==> config.mk <==
export PLATFORM = sky130hd
export DESIGN_NAME = reg_seq_ctrl
export DESIGN_NICKNAME = d
export VERILOG_FILES = /design/src/rtl/reg_seq_ctrl.sv
export SDC_FILE = /design/constraint.sdc
export NUM_CORES = 1
export LEC_CHECK = 0
export BUFFER_PORTS_ARGS = -buffer_cell sky130_fd_sc_hd__buf_2
export CORE_MARGIN = 4
export CORE_UTILIZATION = 55
export CTS_BUF_LIST = sky130_fd_sc_hd__clkbuf_4 sky130_fd_sc_hd__clkbuf_8 sky130_fd_sc_hd__clkbuf_16
export DETAILED_ROUTE_END_ITERATION = 8
export GPL_TIMING_DRIVEN = 0
export PLACE_DENSITY = 0.9
export SYNTH_ARGS = -nofsm -noshare
export SYNTH_HDL_FRONTEND = slang
export SYNTH_SLANG_ARGS = --single-unit
==> constraint.sdc <==
create_clock -name clk -period 5.26 [get_ports clk]
set_clock_uncertainty 0.2 [all_clocks]
set_input_delay 0.789 -clock clk [delete_from_list [all_inputs] [get_ports clk]]
set_output_delay 0.789 -clock clk [all_outputs]
set_load 0.05 [all_outputs]
==> src/rtl/reg_seq_ctrl.sv <==
// Sequencer that turns one register-to-register ALU instruction into
// read rs1 / read rs2 / execute / write-back on a single-port register file.
// Build option: define RSEQ_R0_PROTECT_EN to make register 0 read-only (no write-back when rd==0).
//
// state  | meaning
// IDLE   | waiting for start; fields captured on start
// RD1    | rf_address=rs1, read strobe, opA latched at exit
// RD2    | rf_address=rs2, read strobe, opB latched at exit
// EXEC   | ALU result and flags registered at exit
// WB     | rf_address=rd, write strobe, rf_wbus=result
// DONE   | one-cycle done pulse, then IDLE
module reg_seq_ctrl #(
  parameter int DW = 8,
  parameter int AW = 4
) (
  input  logic          clk,
  input  logic          rst,
  input  logic          start,
  input  logic [2:0]    op,
  input  logic [AW-1:0] rd,
  input  logic [AW-1:0] rs1,
  input  logic [AW-1:0] rs2,
  output logic          busy,
  output logic          done,
  output logic [DW-1:0] result,
  output logic          flag_zero,
  output logic          flag_carry,
  output logic [AW-1:0] rf_address,
  output logic          rf_read,
  output logic          rf_write,
  output logic [DW-1:0] rf_wbus,
  input  logic [DW-1:0] rf_rbus
);

  typedef enum logic [2:0] {
    S_IDLE, S_RD1, S_RD2, S_EXEC, S_WB, S_DONE
  } state_t;

  localparam logic [2:0] OP_ADD = 3'd0;
  localparam logic [2:0] OP_SUB = 3'd1;
  localparam logic [2:0] OP_AND = 3'd2;
  localparam logic [2:0] OP_OR  = 3'd3;
  localparam logic [2:0] OP_XOR = 3'd4;
  localparam logic [2:0] OP_MOV = 3'd5;
  localparam logic [2:0] OP_NOT = 3'd6;
  localparam logic [2:0] OP_CMP = 3'd7;

  state_t        state_q, state_d;
  logic [2:0]    op_q;
  logic [AW-1:0] rd_q, rs1_q, rs2_q;
  logic [DW-1:0] opa_q, opb_q;
  logic [DW-1:0] result_q;
  logic          zero_q, carry_q;
  logic [DW-1:0] alu_res;
  logic          alu_c;
  logic          skip_wb;

`ifdef RSEQ_R0_PROTECT_EN
  assign skip_wb = (op_q == OP_CMP) || (rd_q == '0);
`else
  assign skip_wb = (op_q == OP_CMP);
`endif

  always_ff @(posedge clk or posedge rst) begin
    if (rst) state_q <= S_IDLE;
    else     state_q <= state_d;
  end

  always_comb begin
    state_d = state_q;
    case (state_q)
      S_IDLE:  if (start) state_d = S_RD1;
      S_RD1:   state_d = S_RD2;
      S_RD2:   state_d = S_EXEC;
      S_EXEC:  state_d = skip_wb ? S_DONE : S_WB;
      S_WB:    state_d = S_DONE;
      S_DONE:  state_d = S_IDLE;
      default: state_d = S_IDLE;
    endcase
  end

  // rf_* are pure decodes of state so an async reset removes the write strobe at once
  always_comb begin
    rf_address = '0;
    rf_read    = 1'b0;
    rf_write   = 1'b0;
    rf_wbus    = '0;
    case (state_q)
      S_RD1: begin rf_address = rs1_q; rf_read = 1'b1; end
      S_RD2: begin rf_address = rs2_q; rf_read = 1'b1; end
      S_WB: begin
        rf_address = rd_q;
        rf_write   = 1'b1;
        rf_wbus    = result_q;
      end
      default: ;
    endcase
    busy = (state_q != S_IDLE);
    done = (state_q == S_DONE);
  end

  always_comb begin
    alu_res = '0;
    alu_c   = 1'b0;
    case (op_q)
      OP_ADD:         {alu_c, alu_res} = {1'b0, opa_q} + {1'b0, opb_q};
      OP_SUB, OP_CMP: begin alu_res = opa_q - opb_q; alu_c = (opa_q < opb_q); end
      OP_AND:         alu_res = opa_q & opb_q;
      OP_OR:          alu_res = opa_q | opb_q;
      OP_XOR:         alu_res = opa_q ^ opb_q;
      OP_MOV:         alu_res = opa_q;
      OP_NOT:         alu_res = ~opa_q;
      default:        alu_res = '0;
    endcase
  end

  always_ff @(posedge clk or posedge rst) begin
    if (rst) begin
      op_q     <= '0;
      rd_q     <= '0;
      rs1_q    <= '0;
      rs2_q    <= '0;
      opa_q    <= '0;
      opb_q    <= '0;
      result_q <= '0;
      zero_q   <= 1'b0;
      carry_q  <= 1'b0;
    end else begin
      if (state_q == S_IDLE && start) begin
        op_q  <= op;
        rd_q  <= rd;
        rs1_q <= rs1;
        rs2_q <= rs2;
      end
      if (state_q == S_RD1) opa_q <= rf_rbus;
      if (state_q == S_RD2) opb_q <= rf_rbus;
      if (state_q == S_EXEC) begin
        result_q <= alu_res;
        zero_q   <= (alu_res == '0);
        carry_q  <= alu_c;
      end
    end
  end

  assign result     = result_q;
  assign flag_zero  = zero_q;
  assign flag_carry = carry_q;

endmodule
Word level (Yosys, flattened, before mapping)
Index checks and enable logic that the tools add are counted.
{ "totals": {"reg_bits": 44, "inputBits": 26, "out_inout_bits": 26, "elab_cells": 46} }
{ "op_classes": {"addsub": 2, "magnitude_cmp": 1, "eq_ne": 13, "mux": 9, "n_bitwise": 4, "reduce_logical": 7} }
{ "op_table": {"columns": ["cell", "n"], "rows": [
  ["one-hot mux 8 bit (7 select lines)", 1],
  ["equality test 3 bit, second input constant", 6],
  ["one-hot mux 3 bit (5 select lines)", 1],
  ["equality test 3 x 2 -> 1 bit, second input constant", 4],
  ["one-hot mux 4 bit (3 select lines)", 1],
  ["adder 8 x 8 -> 9 bit", 1],
  ["AND 8 bit", 1],
  ["logical NOT 8 bit", 1],
  ["less-than comparator 8 bit", 1],
  ["two-way mux 8 bit", 1],
  ["inverter 8 bit", 1],
  ["bitwise OR 8 bit", 1],
  ["subtractor 8 bit", 1],
  ["XOR 8 bit", 1],
  ["equality test 3 x 1 -> 1 bit, second input constant", 2],
  ["logical NOT 3 bit", 2],
  ["OR reduction 2 bit", 2],
  ["two-way mux 1 bit", 3],
  ["two-way mux 3 bit", 1],
  ["nonzero test 3 bit", 1],
  ["!= test 2 bit, second input constant", 1],
  ["one-hot mux 1 bit (2 select lines)", 1],
  ["logical AND 1 bit", 1]
]} }

Depth between registers and ports, before layout
Gate-level depths: netlist of run 1.
{ "logic_depth": {"ltp_word": 4, "ltp_mapped": 11, "mapped_depth_nobuf": 11} }

Worst setup path after synthesis of run 1
OpenSTA, ideal clock, no wires.
{ "synth_timing": {"path_kind": "reg2out", "from": "reg state_q[2]", "to": "out rf_address[0]", "arrival_time_ps": 2168, "t_required_ps": 4271, "path_slack_ps": 2103, "stages_incl_launch_ff": 7, "n_path_buf": 2, "cell_sequence": "dfrtp_1 > clkbuf_1 > and2b_1 > nor2b_1 > clkbuf_1 > nand2_1 > o21ai_0"} }
{ "synth_between": {"elab_chain_len": 2, "word_cells_on_any_way": 4, "cone_classes": "eq/ne (3); mux (1)"} }
{ "synth_lines": {"columns": ["item", "line_no", "rtl"], "rows": [
  ["start, declared", "48", "state_t state_q, state_d;"],
  ["start signal, assigned", "66", "else state_q <= state_d;"],
  ["equality test 3 bit, or another cell as far along", "88", "case (state_q)"],
  ["one-hot mux 4 bit (3 select lines) *", "88", null],
  ["end, declared", "28", "output logic [AW-1:0] rf_address,"]
]} }
Mark *: on every way between the ends. The rest lies on a longest branch, timed or not.

Final worst setup path of run 1
{ "layout_timing": {"from": "reg state_q[2]", "to": "out rf_address[1]"} }
The elaborated chain is that of the path after synthesis.

==> impl_metrics.sql, run 1 <==
INSERT INTO impl_metrics (metric_group, metric, value, unit) VALUES
('detailed_routing', 'detailedRoute.firstPassIterationCount', '5', ''),
('status', 'status', 'completed', ''),
('synthesis', 'synth_warnings', '0', ''),
('detailed_routing', 'num_vias', '2931', ''),
('setup_path', 'rrSetupSlack', '2.07', 'ns'),
('finish', 'final_layout_size_suffix_gt1_frac', '0.249', ''),
('synthesis', 'ys_dominant_reg_cell', 'sky130_fd_sc_hd__dfrtp_1', ''),
('timing', 'hold_viol_final', '0', ''),
('hold_path', 'hold-path-cell-count', '2', ''),
('synthesis', 'post_synth_main_area_contributors', 'sky130_fd_sc_hd__dfrtp_1 (35%), sky130_fd_sc_hd__ha_1 (9.4%), sky130_fd_sc_hd__mux2_2 (5.0%), sky130_fd_sc_hd__o21ai_0 (4.9%), sky130_fd_sc_hd__nand2_1 (4.7%)', ''),
('setup_path', 'crit_path_cell_trace', 'clkbuf_1, and2b_1, nor2b_1, clkbuf_1, nand2_1, o21ai_0, buf_2', ''),
('floorplan', 'die_area', '7060', 'µm²'),
('cts', 'cts_hold_repair.buffers', '0', ''),
('cts', 'cts_max_path_buffers', '2', ''),
('global_route', 'grt_start_max_net_pins', '45', ''),
('finish', 'n_antenna_cell', '0', ''),
('cts', 'cts.reportedPaths.clkPinSlew', '0.10', 'ns'),
('synthesis', 'syn_nets', '411', ''),
('timing', 'tightestPinTransition', '0.937', 'ns'),
('finish', 'area_growth_syn_to_layout', '13.9', '%'),
('cts', 'cts_max_level', '2', ''),
('setup_path', 'timing.critical_path.slowest_cell_delay', '0.38', 'ns'),
('cts', 'cts_tree', 'yes', ''),
('synthesis', 'synthDominantAreaCellType', 'sky130_fd_sc_hd__dfrtp_1', ''),
('setup_path', 'critical_path_class', 'flop to output port', ''),
('cts', 'clkLatencyLatePin', '0.31', 'ns'),
('timing', 'report.final.slew_viol_count', '0', ''),
('synthesis', 'async_reset_ff_frac', '1.00', ''),
('cts', 'post_cts.resized_instances', '0', ''),
('cts', 'number_of_sinks_on_the_clock_net', '44', ''),
('finish', 'fin_nets', '469', ''),
('timing', 'layout_min_cycle_time', '3.36', 'ns'),
('synthesis', 'synth_seq_area_share', '0.346', ''),
('setup_path', 'standard_cell_with_the_maximum_stage_delay_on_the_critical_path', 'sky130_fd_sc_hd__dfrtp_1', ''),
('setup_path', 'cpMostUsedCell', 'sky130_fd_sc_hd__clkbuf_1', ''),
('floorplan', 'initial_utilization', '0.571', ''),
('synthesis', 'synth-edff-count', '0', ''),
('detailed_routing', 'drt.antenna.violating_nets', '0', ''),
('placement', 'gpl.final_weighted_congestion', '0.946', ''),
('hold_path', 'hold_path.class', 'flop to flop', ''),
('run', 'maxCapViolCount', '0', ''),
('setup_path', 'crit-reg2reg-capture', 'flag_zero$_DFFE_PP0P_', ''),
('setup_path', 'crit_path_max_fanout', '10', ''),
('placement', 'place_hpwl', '6220', 'µm'),
('setup_path', 'worst_setup_path_startpoint', 'state_q[2]$_DFFE_PP0P_', ''),
('setup_path', 'crit_arrival', '2.37', 'ns'),
('timing', 'timing.final.crit_share', '0.639', ''),
('global_route', 'number_of_antenna_violations_at_the_first_check_in_global_routing', '0', ''),
('timing', 'max_clock_freq', '297', 'MHz'),
('setup_path', 'critPathCaptureType', 'output port', ''),
('synthesis', 'gate_count_of_the_mapped_netlist', '359', ''),
('global_route', 'grt_use_total', '0.243', ''),
('setup_path', 'worst_r2r_startpoint', 'opa_q[0]$_DFFE_PP0N_', ''),
('setup_path', 'critical_path.startpoint_type', 'flop', ''),
('timing', 'worst_slew_margin_rel', '0.374', ''),
('synthesis', 'post_synth_num_cell_types', '64', ''),
('floorplan', 'die_w', '84.0', 'µm'),
('global_route', 'grt.overflow.total', '0', ''),
('synthesis', 'synthDominantCellAreaShare', '0.346', ''),
('detailed_routing', 'drt_iter0_markers', '209', ''),
('synthesis', 'synth.cell_area', '3180', 'µm²'),
('setup_path', 'rr_worst_depth', '10', ''),
('cts', 'cts_inserted_buffers', '5', ''),
('setup_path', 'cp_endpoint', 'rf_address[1]', ''),
('floorplan', 'core_area', '5570', 'µm²'),
('detailed_routing', 'routed_wire_length_per_instance', '16.9', 'µm'),
('detailed_routing', 'drt-total-wl', '8300', 'µm'),
('floorplan', 'fp-row-count', '27', ''),
('floorplan', 'die_height', '84.0', 'µm'),
('detailed_routing', 'drc_errors', '0', ''),
('synthesis', 'ys_seq_elements', '44', '');
-- cell usage after synthesis (2+ instances only) --
| master | count |
|---|---|
| sky130_fd_sc_hd__o31ai_1 | 5 |
| sky130_fd_sc_hd__a21oi_1 | 21 |
| sky130_fd_sc_hd__nor2_1 | 30 |
| sky130_fd_sc_hd__ha_1 | 24 |
| sky130_fd_sc_hd__inv_1 | 25 |
| sky130_fd_sc_hd__nand2b_1 | 5 |
| sky130_fd_sc_hd__buf_2 | 6 |
| sky130_fd_sc_hd__mux2i_1 | 3 |
| sky130_fd_sc_hd__a2111oi_0 | 2 |
| sky130_fd_sc_hd__a22oi_1 | 7 |
| sky130_fd_sc_hd__a221oi_1 | 2 |
| sky130_fd_sc_hd__dfrtp_1 | 44 |
| sky130_fd_sc_hd__or3_1 | 2 |
| sky130_fd_sc_hd__o21ai_2 | 2 |
| sky130_fd_sc_hd__o211ai_1 | 3 |
| sky130_fd_sc_hd__nor2b_1 | 7 |
| sky130_fd_sc_hd__mux2_2 | 14 |
| sky130_fd_sc_hd__nand3_1 | 3 |
| sky130_fd_sc_hd__clkbuf_1 | 5 |
| sky130_fd_sc_hd__nand2_1 | 40 |
| sky130_fd_sc_hd__o21ai_1 | 3 |
| sky130_fd_sc_hd__inv_2 | 2 |
| sky130_fd_sc_hd__o21bai_1 | 3 |
| sky130_fd_sc_hd__or2_2 | 4 |
| sky130_fd_sc_hd__buf_4 | 3 |
| sky130_fd_sc_hd__fa_1 | 2 |
| sky130_fd_sc_hd__o22ai_1 | 2 |
| sky130_fd_sc_hd__and2b_1 | 2 |
| sky130_fd_sc_hd__nor3_1 | 2 |
| sky130_fd_sc_hd__o21ai_0 | 31 |
| sky130_fd_sc_hd__o21a_1 | 4 |
| sky130_fd_sc_hd__buf_6 | 3 |
| sky130_fd_sc_hd__xnor2_1 | 3 |
| sky130_fd_sc_hd__a211oi_1 | 7 |
| sky130_fd_sc_hd__and2_1 | 9 |
-- metrics by stage --
stage / instance area (µm²) / util / std cells / setup slack, ns / hold slack, ns
global route: 3620 / 0.650 / 490 / 1.69 / 0.337
global placement: 3530 / 0.633 / 482 / 1.91 / 0.276
CTS: 3620 / 0.650 / 490 / 1.90 / 0.311
floorplan: 3180 / - / 359 / 2.10 / 0.281
detailed placement: 3530 / 0.633 / 482 / 2.13 / 0.290
finish: 3620 / 0.650 / 490 / 1.90 / 0.316
-- logic make-up after synthesis --
kind of cell               synth area share
AOI/OAI and AO/OA                     0.234
xor gates and xnor gates             0.0134
adders and majority gates             0.107
buffers and inverters                0.0669
DFF                                   0.346
muxes                                0.0590
and+or+nand+nor                       0.173
-- per-layer routing --
metal | vias up | track usage | share of wire
li1 | 1372 | - | -
met1 | 1419 | 0.319 | 0.43
met2 | 121 | 0.410 | 0.49
met3 | 19 | 0.0415 | 0.059
met4 | 0 | 0.0731 | 0.022
met5 | - | 0 | 0
-- how the worst min path moves through the flow --
stage                          startpoint                     to
floorplan             rd_q[0]$_DFFE_PP0P_    rd_q[0]$_DFFE_PP0P_
global placement    result[1]$_DFFE_PP0P_  result[1]$_DFFE_PP0P_
detailed placement  result[2]$_DFFE_PP0P_  result[2]$_DFFE_PP0P_
CTS                 result[2]$_DFFE_PP0P_  result[2]$_DFFE_PP0P_
global route         rs1_q[1]$_DFFE_PP0P_   rs1_q[1]$_DFFE_PP0P_
finish              result[1]$_DFFE_PP0P_  result[1]$_DFFE_PP0P_
-- cell type report --
| type | count | area, µm² |
|---|---|---|
| Buffer | 17 | 105 |
| Clock buffer | 5 | 68.8 |
| Clock inverter | 3 | 23.8 |
| Fill cell | 463 | 1950 |
| Inverter | 28 | 108 |
| Multi-Input combinational cell | 270 | 1870 |
| Sequential cell | 44 | 1100 |
| Tap cell | 72 | 90.1 |
| Timing Repair Buffer | 51 | 255 |
-- state kept, by name (all words and copies together) (netlist names) --
| register | flops |
|---|---|
| rs1_q | 4 |
| op_q | 3 |
| result | 8 |
| opa_q | 8 |
| rs2_q | 4 |
| opb_q | 8 |
| flag_carry | 1 |
| state_q | 3 |
| flag_zero | 1 |
| rd_q | 4 |
-- cells in the final DEF, fill, tap and decap left out, types with 2 or more instances in the layout --
master                       instances
sky130_fd_sc_hd__buf_2              57
sky130_fd_sc_hd__dfrtp_1            44
sky130_fd_sc_hd__nand2_1            40
sky130_fd_sc_hd__o21ai_0            31
sky130_fd_sc_hd__nor2_1             30
sky130_fd_sc_hd__inv_1              24
sky130_fd_sc_hd__ha_1               24
sky130_fd_sc_hd__a21oi_1            21
sky130_fd_sc_hd__mux2_2             14
sky130_fd_sc_hd__and2_1              9
sky130_fd_sc_hd__nor2b_1             7
sky130_fd_sc_hd__a211oi_1            7
sky130_fd_sc_hd__a22oi_1             7
sky130_fd_sc_hd__clkbuf_1            5
sky130_fd_sc_hd__nand2b_1            5
sky130_fd_sc_hd__o31ai_1             5
sky130_fd_sc_hd__clkbuf_8            5
sky130_fd_sc_hd__o21a_1              4
sky130_fd_sc_hd__or2_2               4
sky130_fd_sc_hd__buf_4               3
sky130_fd_sc_hd__buf_6               3
sky130_fd_sc_hd__o21bai_1            3
sky130_fd_sc_hd__inv_2               3
sky130_fd_sc_hd__nand3_1             3
sky130_fd_sc_hd__o211ai_1            3
sky130_fd_sc_hd__mux2i_1             3
sky130_fd_sc_hd__o21ai_1             3
sky130_fd_sc_hd__xnor2_1             3
sky130_fd_sc_hd__o21ai_2             2
sky130_fd_sc_hd__a2111oi_0           2
sky130_fd_sc_hd__nor3_1              2
sky130_fd_sc_hd__or3_1               2
sky130_fd_sc_hd__o22ai_1             2
sky130_fd_sc_hd__a221oi_1            2
sky130_fd_sc_hd__and2b_1             2
sky130_fd_sc_hd__fa_1                2
sky130_fd_sc_hd__clkinvlp_4          2
-- worst max-delay path, delay by kind of cell (launching register included) --
family                 cells  cell delay (ns)
AO/OA/AOI/OAI              1             0.08
buffers and inverters      3             1.00
flip-flops                 1             0.38
AND/OR/NAND/NOR            3             0.59
Power of run 1 is left out: the tool's default activity adds up to more than one toggle a clock period on the data nets, which glitch-free logic cannot reach.
==> inputs of run 2 (changes only) <==
clock period = 3.4 ns   (was 5.26 ns; I/O delays follow)
==> run 2 against run 1 <==
Against the previous run:
- flip-flop and latch count is the same
- non-clock buffer count is the same
- register-to-register slack lost 1.9 ns
- final cell count is the same
- die area is the same
==> impl_metrics.sql, run 2 (synthesis gave the netlist of run 1 again) <==
INSERT INTO impl_metrics (metric_group, metric, value, unit) VALUES
('status', 'status', 'completed', ''),
('hold_path', 'hold_path.class', 'primary input to async pin', ''),
('cts', 'cts_tree', 'yes', ''),
('cts', 'cts_hold_repair.buffers', '0', ''),
('floorplan', 'fp-row-count', '27', ''),
('setup_path', 'critPathCaptureType', 'flop', ''),
('cts', 'number_of_sinks_on_the_clock_net', '44', ''),
('setup_path', 'standard_cell_with_the_maximum_stage_delay_on_the_critical_path', 'sky130_fd_sc_hd__or4b_1', ''),
('setup_path', 'critical_path.startpoint_type', 'flop', ''),
('detailed_routing', 'routed_wire_length_per_instance', '17.0', 'µm'),
('global_route', 'number_of_antenna_violations_at_the_first_check_in_global_routing', '0', ''),
('cts', 'cts_inserted_buffers', '5', ''),
('floorplan', 'die_height', '84.0', 'µm'),
('setup_path', 'data_required_time_at_the_worst_endpoint', '3.42', 'ns'),
('detailed_routing', 'drt-total-wl', '8310', 'µm'),
('timing', 'timing.final.crit_share', '0.940', ''),
('floorplan', 'initial_utilization', '0.571', ''),
('global_route', 'grt_pass1_wl', '14000', 'µm'),
('placement', 'io_buffer_count', '51', ''),
('cts', 'cts_max_level', '2', ''),
('global_route', 'grt_pass1_vias', '2921', ''),
('floorplan', 'top_level_ports', '52', ''),
('placement', 'gpl.final_weighted_congestion', '0.946', ''),
('setup_path', 'crit_path_cell_trace', 'inv_1, ha_1, inv_1, fa_1, xor2_2, mux2i_1, a311oi_2, o2111ai_1, or4b_1, o31ai_2', ''),
('floorplan', 'core_area', '5570', 'µm²'),
('cts', 'post_cts.resized_instances', '0', ''),
('cts', 'clkLatencyLatePin', '0.31', 'ns'),
('detailed_routing', 'drt_iter0_markers', '238', ''),
('finish', 'area_growth_syn_to_layout', '13.9', '%'),
('timing', 'setup_tns', '0', 'ns'),
('timing', 'hold_viol_final', '0', ''),
('timing', 'worst_slew_margin_rel', '0.377', ''),
('setup_path', 'critical_path_class', 'flop to flop', ''),
('floorplan', 'die_w', '84.0', 'µm'),
('setup_path', 'crit_arrival', '3.22', 'ns'),
('timing', 'max_clock_freq', '313', 'MHz'),
('cts', 'cts.reportedPaths.clkPinSlew', '0.10', 'ns'),
('run', 'maxCapViolCount', '0', ''),
('timing', 'unrepaired_setup_endpoints_after_global_routing', 'false', ''),
('timing', 'tightestPinTransition', '0.934', 'ns'),
('setup_path', 'worst_r2r_startpoint', 'opa_q[0]$_DFFE_PP0N_', ''),
('detailed_routing', 'num_vias', '2913', ''),
('global_route', 'grt.overflow.total', '0', ''),
('floorplan', 'die_area', '7060', 'µm²'),
('finish', 'n_fill_cell', '463', ''),
('finish', 'n_antenna_cell', '0', ''),
('finish', 'final_layout_size_suffix_gt1_frac', '0.249', ''),
('detailed_routing', 'drc_errors', '0', ''),
('setup_path', 'crit_path_max_fanout', '6', ''),
('placement', 'place_hpwl', '6220', 'µm'),
('cts', 'root_buffer', 'sky130_fd_sc_hd__clkbuf_8', ''),
('setup_path', 'cpMostUsedCell', 'sky130_fd_sc_hd__inv_1', ''),
('finish', 'layout_common_cells', 'sky130_fd_sc_hd__buf_2 (57), sky130_fd_sc_hd__dfrtp_1 (44), sky130_fd_sc_hd__nand2_1 (40)', ''),
('global_route', 'grt_start_max_net_pins', '45', ''),
('setup_path', 'worst_setup_path_startpoint', 'opa_q[0]$_DFFE_PP0N_', ''),
('detailed_routing', 'route.detailed.vias_per_inst', '5.94', ''),
('finish', 'fin_nets', '469', ''),
('timing', 'layout_min_cycle_time', '3.20', 'ns'),
('timing', 'report.final.slew_viol_count', '0', ''),
('timing', 'timing.final.setup_violations', '0', ''),
('cts', 'postCtsSetupRepairBufs', '0', ''),
('global_route', 'grt_use_total', '0.243', ''),
('detailed_routing', 'detailedRoute.firstPassIterationCount', '6', ''),
('detailed_routing', 'drt.antenna.violating_nets', '0', ''),
('finish', 'mostFrequentLayoutCell', 'sky130_fd_sc_hd__buf_2', ''),
('cts', 'cts_max_path_buffers', '2', ''),
('setup_path', 'timing.critical_path.slowest_cell_delay', '0.55', 'ns');
[run 2: worst max-delay path: cells and delay by family (launching register included)]
kind | cells | cell delay (ns)
mux | 1 | 0.10
fa+ha+maj | 2 | 0.63
xor+xnor | 1 | 0.16
compound gates | 3 | 0.80
flops | 1 | 0.43
simple gates | 1 | 0.55
buf+inv | 2 | 0.24
[run 2: final timing paths]
path                            depth (start not counted)                      to  slack (ns)
worst min register to register                          2   result[1]$_DFFE_PP0P_        0.31
max in group asynchronous                               2    opa_q[6]$_DFFE_PP0N_        2.22
worst max-delay path                                   10   flag_zero$_DFFE_PP0P_        0.20
min in group clk                                        3     op_q[0]$_DFFE_PP0P_        0.20
worst max register to register                         10   flag_zero$_DFFE_PP0P_        0.20
worst min-delay path                                    2  state_q[2]$_DFFE_PP0P_        0.20
[run 2: per-stage QoR]
step	area (µm²)	utilization	instances	worst slack, ns	hold slack, ns
6_report	3620	0.650	490	0.202	0.198
4_1_cts	3620	0.650	490	0.241	0.204
3_5_place_dp	3530	0.633	482	0.273	0.290
3_3_place_gp	3530	0.633	482	0.326	0.276
5_1_grt	3620	0.650	490	0.0876	0.210
2_1_floorplan	3180	-	359	0.522	0.281
[run 2: cell type report]
cell class,instances,area (µm²),share of cell area
Clock inverter,3,23.8,0.00656
Buffer,17,105,0.0290
Clock buffer,5,68.8,0.0190
Sequential cell,44,1100,0.304
Inverter,28,108,0.0297
Timing Repair Buffer,51,255,0.0704
Tap cell,72,90.1,0.0249
Multi-Input combinational cell,270,1870,0.517
[run 2: metal layers]
metal,part of all wire,GRT usage,vias to the layer above
met4,0.024,0.0731,0
li1,-,-,1374
met2,0.49,0.410,116
met3,0.060,0.0415,21
met1,0.43,0.319,1402
met5,0,0,-
Power of run 2 is left out for the same reason.
